===== src/rtl/pc_gen_pkg.sv =====
// pc_gen_pkg -- shared constants, counter encoding and BTB entry layout for
// the fetch PC generator.
package pc_gen_pkg;

    // Default boot address and default geometry of the generator.
    localparam logic [31:0] DEF_RESET_VECTOR = 32'h0040_0000;
    localparam int          DEF_XLEN         = 32;
    localparam int          DEF_INST_BYTES   = 4;
    localparam int          DEF_BTB_DEPTH    = 16;
    localparam int          DEF_TAG_W        = DEF_XLEN - $clog2(DEF_INST_BYTES) - $clog2(DEF_BTB_DEPTH);

    // Two-bit saturating direction counter; bit 1 is the taken prediction.
    typedef logic [1:0] ctr_t;

    localparam ctr_t CTR_SNT = 2'b00;  // strongly not-taken
    localparam ctr_t CTR_WNT = 2'b01;  // weakly not-taken (reset value)
    localparam ctr_t CTR_WT  = 2'b10;  // weakly taken (fresh allocation)
    localparam ctr_t CTR_ST  = 2'b11;  // strongly taken

    // Entry layout for the default geometry. The BTB declares the same
    // layout locally with its own tag width, since a package typedef
    // cannot follow a module parameter.
    typedef struct packed {
        logic                 valid;
        logic [DEF_TAG_W-1:0] tag;
        logic [DEF_XLEN-1:0]  target;
        ctr_t                 ctr;
    } btb_entry_t;

    // Saturating counter step: up on taken, down on not-taken.
    function automatic ctr_t ctr_next(input ctr_t cur, input logic taken);
        ctr_t res;
        res = cur;
        if (taken && cur != CTR_ST) begin
            res = cur + 2'b01;
        end else if (!taken && cur != CTR_SNT) begin
            res = cur - 2'b01;
        end
        return res;
    endfunction

endpackage


===== src/rtl/pc_gen_if.sv =====
// pc_gen_if -- control, redirect, branch-update and PC output signals of the
// fetch PC generator. The master side is the pipeline control; the slave side
// is pc_gen itself. Clock and reset are not part of this bundle.
interface pc_gen_if #(
    parameter int XLEN = 32
);

    logic            en;
    logic            stall;
    logic            flush;
    logic [XLEN-1:0] flush_target;

    logic            upd_valid;
    logic [XLEN-1:0] upd_pc;
    logic            upd_taken;
    logic [XLEN-1:0] upd_target;

    logic [XLEN-1:0] pc;
    logic            pred_taken;

    modport master (
        output en, stall, flush, flush_target,
        output upd_valid, upd_pc, upd_taken, upd_target,
        input  pc, pred_taken
    );

    modport slave (
        input  en, stall, flush, flush_target,
        input  upd_valid, upd_pc, upd_taken, upd_target,
        output pc, pred_taken
    );

endinterface


===== src/rtl/pc_gen_btb.sv =====
// pc_gen_btb -- direct-mapped branch target buffer with 2-bit saturating
// direction counters. Lookup is combinational on lookup_pc; updates are
// written on the clock edge, so a lookup in the same cycle as an update sees
// the old contents.
module pc_gen_btb
    import pc_gen_pkg::*;
#(
    parameter int XLEN       = 32,
    parameter int INST_BYTES = 4,
    parameter int BTB_DEPTH  = 16
) (
    input  logic            clk,
    input  logic            rst,
    input  logic            en,

    input  logic [XLEN-1:0] lookup_pc,
    output logic            pred_taken,
    output logic [XLEN-1:0] pred_target,

    input  logic            upd_valid,
    input  logic [XLEN-1:0] upd_pc,
    input  logic            upd_taken,
    input  logic [XLEN-1:0] upd_target
);

    localparam int OFF   = $clog2(INST_BYTES);
    localparam int IW    = $clog2(BTB_DEPTH);
    localparam int TAG_W = XLEN - OFF - IW;

    typedef logic [IW-1:0]    idx_t;
    typedef logic [TAG_W-1:0] tag_t;

    // Same field order as pc_gen_pkg::btb_entry_t, sized for this instance.
    typedef struct packed {
        logic            valid;
        tag_t            tag;
        logic [XLEN-1:0] target;
        ctr_t            ctr;
    } entry_t;

    // Storage is split so that only valid and ctr carry a reset.
    logic [BTB_DEPTH-1:0] valid_q;
    ctr_t                 ctr_q    [BTB_DEPTH];
    tag_t                 tag_q    [BTB_DEPTH];
    logic [XLEN-1:0]      target_q [BTB_DEPTH];

    idx_t   l_idx;
    tag_t   l_tag;
    entry_t l_entry;
    logic   l_hit;

    idx_t   u_idx;
    tag_t   u_tag;
    logic   u_hit;
    logic   upd_we;

    // The offset bits never reach the table; fold them here so every input
    // bit is visibly consumed.
    logic   unused_offset_bits;
    assign  unused_offset_bits = ^{lookup_pc, upd_pc};

    // Address split into index and tag for lookup and update.
    assign l_idx = lookup_pc[OFF+IW-1:OFF];
    assign l_tag = lookup_pc[XLEN-1:OFF+IW];
    assign u_idx = upd_pc[OFF+IW-1:OFF];
    assign u_tag = upd_pc[XLEN-1:OFF+IW];

    // Lookup: read the indexed entry and qualify it with the tag.
    assign l_entry     = '{valid:  valid_q[l_idx],
                           tag:    tag_q[l_idx],
                           target: target_q[l_idx],
                           ctr:    ctr_q[l_idx]};
    assign l_hit       = l_entry.valid && (l_entry.tag == l_tag);
    assign pred_taken  = l_hit && l_entry.ctr[1];
    assign pred_target = l_entry.target;

    // Update probe uses the same hit rule against the resolved PC.
    assign u_hit  = valid_q[u_idx] && (tag_q[u_idx] == u_tag);
    assign upd_we = en && upd_valid;

    // Valid bits and counters: cleared on reset, trained on resolved branches.
    // NOTE: sequential state uses non-blocking assignments so every flop
    // samples pre-edge values; that is also what gives read-before-write here.
    always_ff @(posedge clk) begin
        if (!rst) begin
            valid_q <= '0;
            for (int i = 0; i < BTB_DEPTH; i++) begin
                ctr_q[i] <= CTR_WNT;
            end
        end else if (upd_we) begin
            if (u_hit) begin
                ctr_q[u_idx] <= ctr_next(ctr_q[u_idx], upd_taken);
            end else if (upd_taken) begin
                valid_q[u_idx] <= 1'b1;
                ctr_q[u_idx]   <= CTR_WT;
            end
        end
    end

    // Tag and target payload: written on any taken update (rewriting an
    // identical tag on a hit is harmless).
    // NOTE: this array has no reset on purpose; a cleared valid bit already
    // hides whatever it holds, so it can map to plain RAM without reset muxes.
    always_ff @(posedge clk) begin
        if (rst && upd_we && upd_taken) begin
            tag_q[u_idx]    <= u_tag;
            target_q[u_idx] <= upd_target;
        end
    end

endmodule


===== src/rtl/pc_gen.sv =====
// pc_gen -- fetch program counter generator with an optional branch target
// buffer. Define PC_GEN_BTB_EN to build the BTB; without it pred_taken is
// tied low, the next PC is always pc + INST_BYTES and the upd_* inputs are
// ignored.
module pc_gen
    import pc_gen_pkg::*;
#(
    parameter int              XLEN         = 32,
    parameter logic [XLEN-1:0] RESET_VECTOR = XLEN'(DEF_RESET_VECTOR),
    parameter int              INST_BYTES   = 4,
    parameter int              BTB_DEPTH    = 16
) (
    input  logic     clk,
    input  logic     rst,
    pc_gen_if.slave  bus
);

    // Clears the offset bits of a redirect so fetch stays instruction aligned.
    localparam logic [XLEN-1:0] ALIGN_MASK = ~(XLEN'(INST_BYTES - 1));

    logic [XLEN-1:0] pc_q;
    logic [XLEN-1:0] seq_pc;
    logic [XLEN-1:0] npc;
    logic            btb_taken;
    logic [XLEN-1:0] btb_target;

`ifdef PC_GEN_BTB_EN
    pc_gen_btb #(
        .XLEN       (XLEN),
        .INST_BYTES (INST_BYTES),
        .BTB_DEPTH  (BTB_DEPTH)
    ) u_btb (
        .clk         (clk),
        .rst         (rst),
        .en          (bus.en),
        .lookup_pc   (pc_q),
        .pred_taken  (btb_taken),
        .pred_target (btb_target),
        .upd_valid   (bus.upd_valid),
        .upd_pc      (bus.upd_pc),
        .upd_taken   (bus.upd_taken),
        .upd_target  (bus.upd_target)
    );
`else
    // No predictor: always fall through, and swallow the update bus.
    logic unused_upd;
    assign unused_upd = ^{bus.upd_valid, bus.upd_pc, bus.upd_taken, bus.upd_target};
    assign btb_taken  = 1'b0;
    assign btb_target = '0;
`endif

    // Sequential successor wraps modulo 2^XLEN by truncation.
    assign seq_pc = pc_q + XLEN'(INST_BYTES);

    // Next-PC select: predicted target on a taken hit, else fall-through.
    // NOTE: every output of a combinational block gets a default first so no
    // path can leave it unassigned and infer a latch.
    always_comb begin
        npc = seq_pc;
        if (btb_taken) begin
            npc = btb_target;
        end
    end

    // PC register with priority reset > freeze > flush > stall > advance.
    always_ff @(posedge clk) begin
        if (!rst) begin
            pc_q <= RESET_VECTOR;
        end else if (bus.en) begin
            if (bus.flush) begin
                pc_q <= bus.flush_target & ALIGN_MASK;
            end else if (!bus.stall) begin
                pc_q <= npc;
            end
        end
    end

    assign bus.pc         = pc_q;
    assign bus.pred_taken = btb_taken;

endmodule


===== src/flat_wrapper.sv =====
// flat-port wrapper written by rule: the top's interface ports become plain ports
module pc_gen_flat import pc_gen_pkg::*;
#(
    parameter int              XLEN         = 32,
    parameter logic [XLEN-1:0] RESET_VECTOR = XLEN'(DEF_RESET_VECTOR),
    parameter int              INST_BYTES   = 4,
    parameter int              BTB_DEPTH    = 16
)
  (clk, rst, bus_en, bus_stall, bus_flush, bus_flush_target, bus_upd_valid, bus_upd_pc, bus_upd_taken, bus_upd_target, bus_pc, bus_pred_taken);
  pc_gen_if #(.XLEN(XLEN)) bus_i ();
  input  logic clk;
  input  logic rst;
  input wire logic [$bits(bus_i.en)-1:0] bus_en;
  input wire logic [$bits(bus_i.stall)-1:0] bus_stall;
  input wire logic [$bits(bus_i.flush)-1:0] bus_flush;
  input wire logic [$bits(bus_i.flush_target)-1:0] bus_flush_target;
  input wire logic [$bits(bus_i.upd_valid)-1:0] bus_upd_valid;
  input wire logic [$bits(bus_i.upd_pc)-1:0] bus_upd_pc;
  input wire logic [$bits(bus_i.upd_taken)-1:0] bus_upd_taken;
  input wire logic [$bits(bus_i.upd_target)-1:0] bus_upd_target;
  output wire logic [$bits(bus_i.pc)-1:0] bus_pc;
  output wire logic [$bits(bus_i.pred_taken)-1:0] bus_pred_taken;
  assign bus_i.en = bus_en;
  assign bus_i.stall = bus_stall;
  assign bus_i.flush = bus_flush;
  assign bus_i.flush_target = bus_flush_target;
  assign bus_i.upd_valid = bus_upd_valid;
  assign bus_i.upd_pc = bus_upd_pc;
  assign bus_i.upd_taken = bus_upd_taken;
  assign bus_i.upd_target = bus_upd_target;
  assign bus_pc = bus_i.pc;
  assign bus_pred_taken = bus_i.pred_taken;
  pc_gen #(.XLEN(XLEN), .RESET_VECTOR(RESET_VECTOR), .INST_BYTES(INST_BYTES), .BTB_DEPTH(BTB_DEPTH)) u_core (.clk(clk), .rst(rst), .bus(bus_i));
endmodule

===== config.mk =====
export PLATFORM = sky130hd
export DESIGN_NAME = pc_gen_flat
export DESIGN_NICKNAME = d
export VERILOG_FILES = /design/src/rtl/pc_gen_pkg.sv /design/src/rtl/pc_gen_if.sv /design/src/rtl/pc_gen_btb.sv /design/src/rtl/pc_gen.sv /design/src/flat_wrapper.sv
export SDC_FILE = /design/constraint.sdc
export NUM_CORES = 1
export LEC_CHECK = 0
export ABC_AREA = 1
export CAP_MARGIN = 20
export CORE_ASPECT_RATIO = 0.7
export CORE_UTILIZATION = 35
export DETAILED_ROUTE_END_ITERATION = 12
export DONT_BUFFER_PORTS = 1
export GPL_TIMING_DRIVEN = 0
export PLACE_DENSITY = 0.57
export REMOVE_ABC_BUFFERS = 1
export SETUP_SLACK_MARGIN = 0.15
export SLEW_MARGIN = 5
export SYNTH_ARGS = -nofsm -noshare
export SYNTH_HDL_FRONTEND = slang
export SYNTH_SLANG_ARGS = --single-unit

===== constraint.sdc =====
create_clock -name clk -period 1.33 [get_ports clk]
set_input_delay 0.3325 -clock clk [delete_from_list [all_inputs] [get_ports clk]]
set_output_delay 0.3325 -clock clk [all_outputs]
set_load 0.01 [all_outputs]

==> impl_metrics.toml, run 1 <==
[outcome]
status = "finished with violations"
violations = "DRC, setup timing"

[critical_path]
slowest_stage = "dfxtp_4"
cp.required_ns = 1.51
path_cells = "ha_4 -> inv_4 -> nor2_4 -> nand2_4 -> nor2_1 -> nand2_1 -> o22ai_1 -> and2_1 -> nor2_1"
crit_fanout = 5
max_stage_delay_ns = 0.40
crit_type = "reg -> reg"
cp.buffers_inverters = 1
cp_top_family = "simple AND/OR/NAND/NOR gates"
critPathArrivalTime_ns = 1.65
critPathLaunchType = "flop"
crit_path_frequent_cell = "nor2_1"
crit_path_end_kind = "flop"

[sta]
hold_ws_ns = 0.164
period_share_pct = 111
fin_skew_ns = 0.00637
worst_pin_slew_ns = 0.859
fmaxAchievable_mhz = 680
min_period_ns = 1.47
slew_headroom_pct = 42.7
maxSlewViolCount = 0
setup_ws_ns = -0.140
rsz0062_at_grt = "yes"
finalSetupViolations = 24
hold_viol_final = 0

[routing]
dr.first_iter.drc_count = 165
avgViaCountPerCell = 5.21
vias = 2504
dr.pass1.iters = 8
ant_nets = 0
drt_wl_total_um = 7610
drc_errors = 6
wl_per_cell_um = 15.8

[cts]
clk_latency_ns = 0.29
cts.sinks = 30
clk_pin_slew_ns = 0.07
cts_buffer_depth = 2
postCtsHoldBufs = 0
cts_buffers = 5
cts_tree = "built"
root_buffer = "clkbuf_8"
htree_levels = 2

[placed_design]
hpwl_um = 4900
gp_congestion = 0.816
io_buffers = 0
dp_slack_ns = -1.08
place_area_um2 = 2270
placed_cells = 460

[global_routing]
grt_max_degree = 50
grt_pass1_wl_um = 11700
antenna_found_initial = 0
grt_pass1_vias = 2322
overflow = 0
grt_use_total_pct = 22.0

[layout]
final_area_um2 = 2910
n_antenna_cell = 0
synthToLayoutAreaGrowth_pct = 29.0
final_cells = 481
fin_nets = 507
largest_reg_flops = 30
nFillCells = 643
drive_above_1_share_pct = 33.0

[pwr]
total_power_w = 0.00211
p_per_area_nw_per_um2 = 724
power_leakage_nw = 1.08
peakVddDrop_uv = 372

[floorplanning]
die_y_um = 69.2
die-width_um = 98.0
start_util_pct = 36.3
top_level_ports = 136
design.die.area_um2 = 6780
core.rowCount = 24
core_um2 = 6220

[synth]
syn_area_per_cell_um2 = 5.69
synth_top_family_by_area = "simple AND/OR/NAND/NOR gates"
synthAdderAreaFrac_pct = 0.554
syn-cell-area_um2 = 2260
synth_compound_area_share_pct = 15.6
ys_seq_elements = 30
synth_cell_type_count = 30
synthXorXnorAreaFrac_pct = 0.776
synthCells = 397
synthMuxAreaShare_pct = 0
synth_simple_gate_area_share_pct = 47.9
ys_seq_area_share_pct = 26.6
yosysWarnings = 0

[flow_run]
drv_cap = 0

[min_path]
hold_path_class = "in -> reg"
## Yosys cell counts
master | number | area share [%]
a211oi_1 | 1 | 0.33
a21boi_4 | 1 | 0.83
a21oi_1 | 32 | 7.1
a21oi_2 | 1 | 0.39
a31oi_1 | 2 | 0.55
and2_1 | 1 | 0.28
buf_2 | 10 | 2.2
buf_4 | 3 | 1.0
clkbuf_1 | 4 | 0.66
conb_1 | 1 | 0.17
dfxtp_1 | 30 | 27
ha_1 | 1 | 0.55
inv_1 | 24 | 4.0
inv_2 | 3 | 0.50
nand2_1 | 137 | 23
nand2_2 | 6 | 1.7
nand3_1 | 25 | 5.5
nand3b_1 | 3 | 1.0
nand4_1 | 4 | 1.1
nor2_1 | 63 | 10
nor2_2 | 9 | 2.5
nor2_4 | 3 | 1.5
nor3_1 | 1 | 0.22
o21a_1 | 2 | 0.66
o21ai_0 | 18 | 4.0
o21ai_1 | 4 | 0.89
o22ai_1 | 2 | 0.55
o31ai_1 | 1 | 0.33
or2_2 | 3 | 0.83
xnor2_1 | 2 | 0.78
## what timing repair did
| item | CTS | global route |
|---|---|---|
| cloned | 1 | 0 |
| pin swaps | 14 | 16 |
| endpoints found under the setup margin | 30 | 29 |
| resized for setup | 86 | 74 |
| setup buffers | 10 | 3 |
## kinds of logic (layout without fill, tap and decap cells)
| family | after synthesis | count (layout) |
|---|---|---|
| AND/OR/NAND/NOR | 255 | 255 |
| XOR/XNOR | 2 | 2 |
| AO/OA/AOI/OAI | 64 | 65 |
| flip-flops | 30 | 30 |
| adder cells (fa/ha/maj) | 1 | 1 |
| other | 1 | 3 |
| buffers and inverters | 44 | 47 |
## cell type report
cell class / count / area, um^2 / share of cell area [%]
inverter: 27 / 116 / 3.99
timing repair buffer: 13 / 105 / 3.61
tap: 78 / 97.6 / 3.35
clock buffer: 7 / 76.3 / 2.62
sequential: 30 / 699 / 24.0
multi-input combinational: 326 / 1820 / 62.4
## layer usage
layer	up-vias	wire [um]	global-route usage, %
met5	-	0	0
met4	0	41	4.55
met3	7	555	6.75
met2	75	3360	32.5
met1	1137	3650	31.3
li1	1285	-	-
## worst reg2reg max path, delay by kind of cell, from the launching register on
kind,cells,cell delay (ns)
buffers and inverters,1,0.04
and+or+nand+nor,6,0.64
AOI/OAI and AO/OA,1,0.12
adders and majority gates,1,0.17
DFF,1,0.40
## power by group
group          leakage, nW  internal, W  switching, W
combinational        0.772     0.000114      0.000191
sequential           0.265     0.000936      0.000137
clock               0.0383     0.000361      0.000371
## path summary, 6_finish.rpt
check | from | endpoint | slack [ns] | cells past startpoint
worst min-delay path | rst | u_core.bus.pc[26] | 0.16 | 2
worst max register to register | u_core.bus.pc[3] | u_core.bus.pc[12] | -0.14 | 9
worst max-delay path | u_core.bus.pc[3] | u_core.bus.pc[12] | -0.14 | 9
worst min register to register | u_core.bus.pc[30] | u_core.bus.pc[30] | 0.52 | 2
## cells in the final DEF, fill, tap and decap left out, types with 2 or more instances in the layout
cell	count
inv_4	4
nand3_2	3
nor2_2	15
a21oi_1	31
o22ai_1	2
nand2_1	112
nor2_4	21
nand3_1	22
dfxtp_4	25
or2_2	3
nand2_4	13
buf_6	2
a31oi_1	2
buf_4	11
conb_1	3
o21ai_0	13
nand2_2	17
dfxtp_2	4
nand3b_1	3
o21ai_1	8
a21oi_2	2
inv_1	21
clkbuf_1	2
xnor2_1	2
nand4_1	4
clkbuf_8	5
o21a_1	2
nor2_1	39
## metrics by stage
step | setup TNS (ns) | util [%]
global placement | -23.30 | 36.6
CTS | -1.30 | 42.5
global route | -4.03 | 46.9
detailed placement | -23.88 | 36.6
floorplan | -7.20 | -
finish | -1.46 | 46.9
(Power assumes the default switching activity.)
==> run 2: changes to the inputs <==
==> constraint.sdc (replaced) <==
create_clock -name clk -period 1.33 [get_ports clk]
set_input_delay 0.266 -clock clk [delete_from_list [all_inputs] [get_ports clk]]
set_output_delay 0.266 -clock clk [all_outputs]
set_load 0.01 [all_outputs]
==> run 2 against run 1 <==
Against the previous run:
- the run still ends with DRC, setup timing left
- sequential share of layout area is 0.33 points higher
- combinational power is essentially flat
- first-iteration DRC count is 15% lower
- worst hold slack got worse by 0.063 ns
- clock power up 0.5%
- total power fell by 0.16%
- critical endpoint unchanged
- highest routed layer unchanged
==> impl_metrics.toml, run 2 (synthesis gave the netlist of run 1 again) <==
[outcome]
status = "finished with violations"
violations = "DRC, setup timing"

[sta]
slew_headroom_pct = 41.6
min_period_ns = 1.47
worst_pin_slew_ns = 0.875
period_share_pct = 111
setup_ws_ns = -0.143
fmaxAchievable_mhz = 679
hold_viol_final = 0
rsz0062_at_grt = "yes"
hold_ws_ns = 0.101
fin_skew_ns = 0.00317
finalSetupViolations = 25
maxSlewViolCount = 0

[layout]
final_common_cell = "nand2_1"
drive_above_1_share_pct = 31.8
fin_nets = 506
largest_reg_flops = 30
final_cell_mix = "nand2_1 (113), nor2_1 (39), a21oi_1 (31)"
final_cells = 480
synthToLayoutAreaGrowth_pct = 26.8
final_area_um2 = 2860
n_antenna_cell = 0

[cts]
root_buffer = "clkbuf_8"
clk_pin_slew_ns = 0.07
cts.sinks = 30
cts_buffer_depth = 2
htree_levels = 2
cts_tree = "built"
cts_buffers = 5
clk_latency_ns = 0.29

[critical_path]
crit_type = "reg -> reg"
crit_fanout = 5
critPathLaunchType = "flop"
slowest_stage = "dfxtp_4"
r2r_slack_ns = -0.14
crit_path_end_kind = "flop"
critPathArrivalTime_ns = 1.65
cp_top_family = "simple AND/OR/NAND/NOR gates"
critical_path.endpoint = "u_core.bus.pc[12]"
max_stage_delay_ns = 0.40
cp.required_ns = 1.51
r2r_end = "u_core.bus.pc[12]"
rr_worst_depth = 9
r2r_start = "u_core.bus.pc[3]"
path_cells = "ha_4 -> inv_4 -> nor2_4 -> nand2_4 -> nor2_1 -> nand2_1 -> o22ai_1 -> and2_1 -> nor2_1"
cp.buffers_inverters = 1
cp-startpoint = "u_core.bus.pc[3]"
crit_path_frequent_cell = "nor2_1"
path_depth = 9

[routing]
wl_per_cell_um = 15.6
vias = 2512
drt_wl_total_um = 7500
ant_nets = 0
drc_errors = 6
avgViaCountPerCell = 5.23
dr.first_iter.drc_count = 141
dr.pass1.iters = 9

[global_routing]
overflow = 0
grt_use_total_pct = 21.9
grt_pass1_wl_um = 11700
grt_max_degree = 50
grt_pass1_vias = 2318
antenna_found_initial = 0

[placed_design]
io_buffers = 0
gp_congestion = 0.816
placed_cells = 460
place_area_um2 = 2270
hpwl_um = 4900

[flow_run]
drv_cap = 0

[min_path]
hold_path_class = "in -> reg"
min_path_cells = 2

[floorplanning]
die_y_um = 69.2
top_level_ports = 136
core.rowCount = 24
die-width_um = 98.0
design.die.area_um2 = 6780
start_util_pct = 36.3
core_um2 = 6220

[pwr]
total_power_w = 0.00211
power_leakage_nw = 1.03
p_per_area_nw_per_um2 = 736
peakVddDrop_uv = 387
-- run 2: final cells by class --
type	instances	area, um^2
well taps	78	97.6
inverters	27	116
multi-input cells	326	1780
clock buffers	7	76.3
flip-flops and latches	30	697
repair buffers	12	93.8
fillers	658	3350
-- run 2: stage by stage --
| stage | TNS, ns | util (%) | worst slack, ns |
|---|---|---|---|
| floorplan | -5.66 | - | -0.343 |
| global placement | -21.38 | 36.6 | -0.994 |
| detailed placement | -21.95 | 36.6 | -1.01 |
| CTS | -1.39 | 42.2 | -0.125 |
| global route | -4.17 | 46.1 | -0.257 |
| finish | -1.44 | 46.1 | -0.143 |
-- run 2: what timing repair did --
item / in CTS / in global routing
gates cloned: 1 / 0
gates resized for setup: 82 / 67
endpoints found under the hold margin: 0 / 0
setup endpoints to repair: 30 / 30
buffers inserted: 9 / 3
hold buffers: 0 / 0
pin swaps: 12 / 15
-- run 2: how the worst min path moves through the flow --
stage	startpoint	end
floorplan	rst	u_core.bus.pc[14]
global placement	rst	u_core.bus.pc[14]
detailed placement	rst	u_core.bus.pc[14]
CTS	rst	u_core.bus.pc[14]
global route	rst	u_core.bus.pc[14]
finish	rst	u_core.bus.pc[26]
-- run 2: power by group --
group	switching, W	total, W	internal [W]
clock	0.000374	0.000735	0.000361
combinational	0.000190	0.000302	0.000112
sequential	0.000133	0.00107	0.000937
total	0.000697	0.00211	0.00141
-- run 2: routing by layer --
metal | up-vias | wire length, um | global-route usage [%]
li1 | 1282 | - | -
met1 | 1154 | 3620 | 30.8
met2 | 68 | 3270 | 32.2
met3 | 8 | 554 | 7.06
met4 | 0 | 52 | 5.05
met5 | - | 0 | 0
